$ cat config.mk
export PLATFORM = sky130hd
export DESIGN_NAME = r_backward_fifo
export DESIGN_NICKNAME = d
export VERILOG_FILES = /design/src/rtl/r_backward_fifo.sv
export SDC_FILE = /design/constraint.sdc
export NUM_CORES = 1
export LEC_CHECK = 0
export CORE_MARGIN = 10
export CORE_UTILIZATION = 40
export CTS_BUF_LIST = sky130_fd_sc_hd__clkbuf_16
export DETAILED_ROUTE_END_ITERATION = 8
export DONT_BUFFER_PORTS = 1
export GPL_ROUTABILITY_DRIVEN = 1
export SLEW_MARGIN = 30
export SYNTH_ARGS = -nofsm -noshare
export SYNTH_HDL_FRONTEND = slang
export SYNTH_SLANG_ARGS = --single-unit
$ cat constraint.sdc
create_clock -name ACLK -period 6.2 [get_ports ACLK]
set_clock_uncertainty 0.15 [all_clocks]
set_input_delay 1.24 -clock ACLK [delete_from_list [all_inputs] [get_ports ACLK]]
set_output_delay 1.24 -clock ACLK [all_outputs]
set_load 0.01 [all_outputs]
$ cat src/rtl/r_backward_fifo.sv
// Elastic FIFO for packed AXI4 R flits on the return path: registered IN_READY/OUT_VALID,
// first-word fall-through head, plus a count of buffered RLAST flits for whole-burst arbitration.
module r_backward_fifo #(
    parameter int WIDTH = 79,
    parameter int DEPTH = 8,
    parameter int AW    = 3
) (
    input  logic             ACLK,
    input  logic             ARESETn,
    input  logic [WIDTH-1:0] IN_DATA,
    input  logic             IN_VALID,
    output logic             IN_READY,
    output logic [WIDTH-1:0] OUT_DATA,
    output logic             OUT_VALID,
    input  logic             OUT_READY,
    output logic [AW:0]      COUNT,
    output logic [AW:0]      BURSTS
);

    localparam logic [AW:0] FULL_COUNT = (AW+1)'(DEPTH);

    logic [WIDTH-1:0] mem_q [DEPTH];

    logic [AW-1:0] wr_ptr_q, wr_ptr_d;
    logic [AW-1:0] rd_ptr_q, rd_ptr_d;
    logic [AW:0]   count_q, count_d;
    logic [AW:0]   bursts_q, bursts_d;
    logic          out_valid_q, out_valid_d;
    logic          in_ready_q, in_ready_d;

    logic push, pop, push_last, pop_last;
    logic [WIDTH-1:0] head;

    // Handshakes use only registered flags, so OUT_READY never reaches IN_READY combinationally.
    assign head      = mem_q[rd_ptr_q];
    assign push      = IN_VALID & in_ready_q;
    assign pop       = out_valid_q & OUT_READY;
    assign push_last = push & IN_DATA[0];
    assign pop_last  = pop & head[0];

    always_comb begin
        wr_ptr_d    = wr_ptr_q + AW'(push);
        rd_ptr_d    = rd_ptr_q + AW'(pop);
        count_d     = count_q + (AW+1)'(push) - (AW+1)'(pop);
        bursts_d    = bursts_q + (AW+1)'(push_last) - (AW+1)'(pop_last);
        out_valid_d = (count_d != '0);
        in_ready_d  = (count_d != FULL_COUNT);
    end

    always_ff @(posedge ACLK or negedge ARESETn) begin
        if (!ARESETn) begin
            wr_ptr_q    <= '0;
            rd_ptr_q    <= '0;
            count_q     <= '0;
            bursts_q    <= '0;
            out_valid_q <= 1'b0;
            in_ready_q  <= 1'b0;
        end else begin
            wr_ptr_q    <= wr_ptr_d;
            rd_ptr_q    <= rd_ptr_d;
            count_q     <= count_d;
            bursts_q    <= bursts_d;
            out_valid_q <= out_valid_d;
            in_ready_q  <= in_ready_d;
        end
    end

    // Storage is not reset; stale entries are unreachable because pointers and flags are.
    always_ff @(posedge ACLK) begin
        if (push) begin
            mem_q[wr_ptr_q] <= IN_DATA;
        end
    end

    assign IN_READY  = in_ready_q;
    assign OUT_VALID = out_valid_q;
    assign OUT_DATA  = head;
    assign COUNT     = count_q;
    assign BURSTS    = bursts_q;

endmodule

==> metrics.log <==
INFO  metric num_antenna_cells = 0
INFO  metric critical-path-max-stage-delay = 1.00 ns
INFO  metric grt_antenna_before_repair = 0
INFO  metric syn_area = 0.0249 sq mm
INFO  metric final_period_demand_of_the_worst_path = 4.34 ns
INFO  metric setup_viol = 0
INFO  metric path_max_fanout = 46
INFO  metric rsz0062_at_grt = no
INFO  metric first_iter_violations = 855
INFO  metric power.leakage = 9.03 nW
INFO  metric post_synthesis_cells = 997
INFO  metric place_congestion = 0.670
INFO  metric critical_path.slowest_cell = dfrtp_4
INFO  metric largest_net_degree_at_the_start_of_global_routing = 80
INFO  metric final.setup.tns = 0 ns
INFO  metric final_hold_viol_count = 0
INFO  metric max_clock_freq = 0.230 GHz
INFO  metric areaGrowthSynthToFinish = 12.7%
INFO  metric cts_num_sinks = 648
INFO  metric cts_htree_levels = 3
INFO  metric fin_crit_sh = 70.0%
INFO  metric flops_latches_synth = 648
INFO  metric post_route_cells_drive_above_1_share = 32.7%
INFO  metric post-cts-setup-buffer-count = 0
INFO  metric horiz_die_dim = 270 um
INFO  metric critical_path.reg2reg.startpoint = rd_ptr_q[0]$_DFF_PN0_
INFO  metric holdCritPathClass = input port to asynchronous set/reset pin
INFO  metric regToRegEndpoint = BURSTS[2]$_DFF_PN0_
INFO  metric finalMaxSlewViolations = 0
INFO  metric yosysWarningCount = 0
INFO  metric placement.io_buffers = 0
INFO  metric clock_latency = 0.59 ns
INFO  metric timing.final.ws_setup = about 1.9 ns
INFO  metric regToRegSetupSlack = 2.69 ns
INFO  metric placement_row_count = slightly above 90
INFO  metric syn_avg_cell_area = about 25 sq um
INFO  metric cp-start-kind = register
INFO  metric cts_resized = 0
INFO  metric die_area = 0.0727 sq mm
INFO  metric status = finished clean
INFO  metric grt_util_all_layers = a little over an eighth
INFO  metric slew_headroom = 41.1%
INFO  metric first_pass_grt_wire_length = ~73000 um
INFO  metric total_power = around 13 mW
INFO  metric effective_utilization_at_floorplan = 40.4%
INFO  metric path_clk_slew = around 0.060 ns
INFO  metric drc = 0
INFO  metric share_of_the_core_filled_with_cells_in_the_final_layout = 45.5%
INFO  metric reg2reg_depth = 10
INFO  metric design.portCount = 172
INFO  metric post_dr_vias_cell = 5.21
INFO  metric synth_nets = between 1000 and 1500
INFO  metric core_region_area = 0.0617 sq mm
INFO  metric power.density = 478 mW/mm^2
INFO  metric cts_inserted_buffers = 69
INFO  metric crit_type = register to primary output
INFO  metric irDropWorstVdd = roughly 0.32 mV
INFO  metric fin_nets = 1144
INFO  metric tightest_slew = 0.883 ns
INFO  metric worstPathCellList = buf_12 > mux4_2 > mux2_4
INFO  metric routed_via_count = 10000
INFO  metric first_pass_iters = 4
INFO  metric holdBufCountCts = 0
INFO  metric ys_seq_area_share = 77.8%
INFO  metric timing.critical_path.to_type = primary output
INFO  metric max-clock-path-buffers = 3
INFO  metric yosys.cell_types.count = 34
INFO  metric floorplan.die.height = ~270 um
INFO  metric grt_remaining_overflow = 0
INFO  metric worst-endpoint-arrival = 2.95 ns
INFO  metric hpwlAfterDp = between 20000 and 30000 um
INFO  metric cts_root_buf = clkbuf_16
INFO  metric fillCellCount = a little over 5000
INFO  metric required_time_of_the_critical_path = 4.81 ns
INFO  metric max_cap_viol_count = 0
INFO  metric final_antenna_net_count = 0
INFO  metric routed_wire_length_per_instance = between 20 and 25 um
INFO  metric finish.instance_area = 0.0281 sq mm
INFO  metric wl = 48100 um
INFO  metric grt_pass1_vias = about 11000
INFO  metric pre_cts_slack = 2.40 ns
INFO  metric postPlaceCellArea = 0.0260 sq mm
INFO  metric tritoncts_clock_tree = yes
[critical path: cells and delay by family, from the launching register on]
family	cells	cell delay, ns
flops	1	1.00
buf+inv	1	0.41
mux	2	0.88
[worst max path at each step]
stage	start	endpoint	slack, ns	cells after the start
3_3_place_gp	rd_ptr_q[0]$_DFF_PN0_	OUT_DATA[40]	2.42	3
3_5_place_dp	rd_ptr_q[0]$_DFF_PN0_	OUT_DATA[40]	2.40	3
6_report	rd_ptr_q[0]$_DFF_PN0_	OUT_DATA[40]	1.86	3
2_1_floorplan	IN_VALID	mem_q[2][0]$_DFFE_PP_	0.57	4
5_1_grt	rd_ptr_q[0]$_DFF_PN0_	OUT_DATA[40]	1.64	3
4_1_cts	rd_ptr_q[0]$_DFF_PN0_	OUT_DATA[40]	1.75	3
[layout by cell type, fill, tap and decap left out, types with 3 or more instances in the layout]
cell	n
dfrtp_1	13
clkbuf_16	71
and2_1	3
clkinv_1	14
edfxtp_1	632
nand2_1	4
mux2_1	3
xnor2_1	4
mux4_2	156
clkinv_2	6
mux2_2	8
nand2b_1	4
bufinv_16	3
buf_4	15
dfrtp_4	3
inv_1	28
mux2_4	70
inv_6	3
buf_12	8
nor2_4	6
xor2_1	3
ha_1	12
[kinds of logic (layout without fill, tap and decap cells)]
group / after synthesis / in the layout / synth area share [%]
flip-flops: 648 / 648 / 77.8
multiplexers: 237 / 237 / 18.8
buffers and inverters: 57 / 153 / 1.61
AND/OR/NAND/NOR: 27 / 27 / 0.568
adder cells (fa/ha/maj): 14 / 14 / 0.763
AO/OA/AOI/OAI: 7 / 7 / 0.201
XOR/XNOR: 7 / 7 / 0.246
[cell usage after synthesis (all sizes together)]
cell / instances / area, sq um
ha: 12 / 150
nor3b: 1 / 7.51
mux2: 81 / 1170
and3: 1 / 6.26
buf: 37 / 327
inv: 11 / 41.3
xor2: 3 / 26.3
a21bo: 1 / 10.0
nand2b: 4 / 25.0
xnor2: 4 / 35.0
a21oi: 1 / 5.00
nand3: 1 / 5.00
fa: 2 / 40.0
a21o: 2 / 15.0
a2111oi: 1 / 8.76
nor3: 4 / 20.0
nand2: 4 / 15.0
mux4: 156 / 3510
o21ai: 1 / 5.00
nor4b: 1 / 8.76
or3: 1 / 6.26
nor2: 6 / 22.5
clkbuf: 9 / 33.8
o22ai: 1 / 6.26
dfrtp: 16 / 400
and2: 3 / 18.8
edfxtp: 632 / 19000
nor2b: 1 / 6.26
[sequential cells by signal, indices dropped and copies added, names as in the netlist]
register,flops
OUT_VALID,1
wr_ptr_q,3
COUNT,4
BURSTS,4
IN_READY,1
mem_q,632
rd_ptr_q,3
[per-layer routing]
layer | global-route usage (%) | wire length (um)
met1 | 16.4 | 19700
met2 | 21.9 | 23800
met3 | 4.99 | 3780
met4 | 3.47 | 773
met5 | 0 | 0
[area by class of cell]
class,count,area (sq um),share of cell area [%]
clock buffers,71,1780,6.33
clock inverters,46,303,1.08
inverters,11,41.3,0.147
multi-input cells,292,5200,18.5
flip-flops and latches,648,19400,69.1
well taps,837,1050,3.73
repair buffers,25,312,1.11
[through the flow]
stage / hold slack [ns] / instances
after global placement: 0.324 / 1812
after floorplan: 0.301 / 997
final: 0.195 / 1930
after global routing: 0.147 / 1930
after detailed placement: 0.325 / 1813
after CTS: 0.146 / 1930
[power breakdown]
group | internal (mW) | switching, mW
combinational | 1.90 | 1.92
clock | 2.19 | 1.59
sequential | 5.50 | 0.319
No activity file was read; power rests on OpenSTA's default activity.
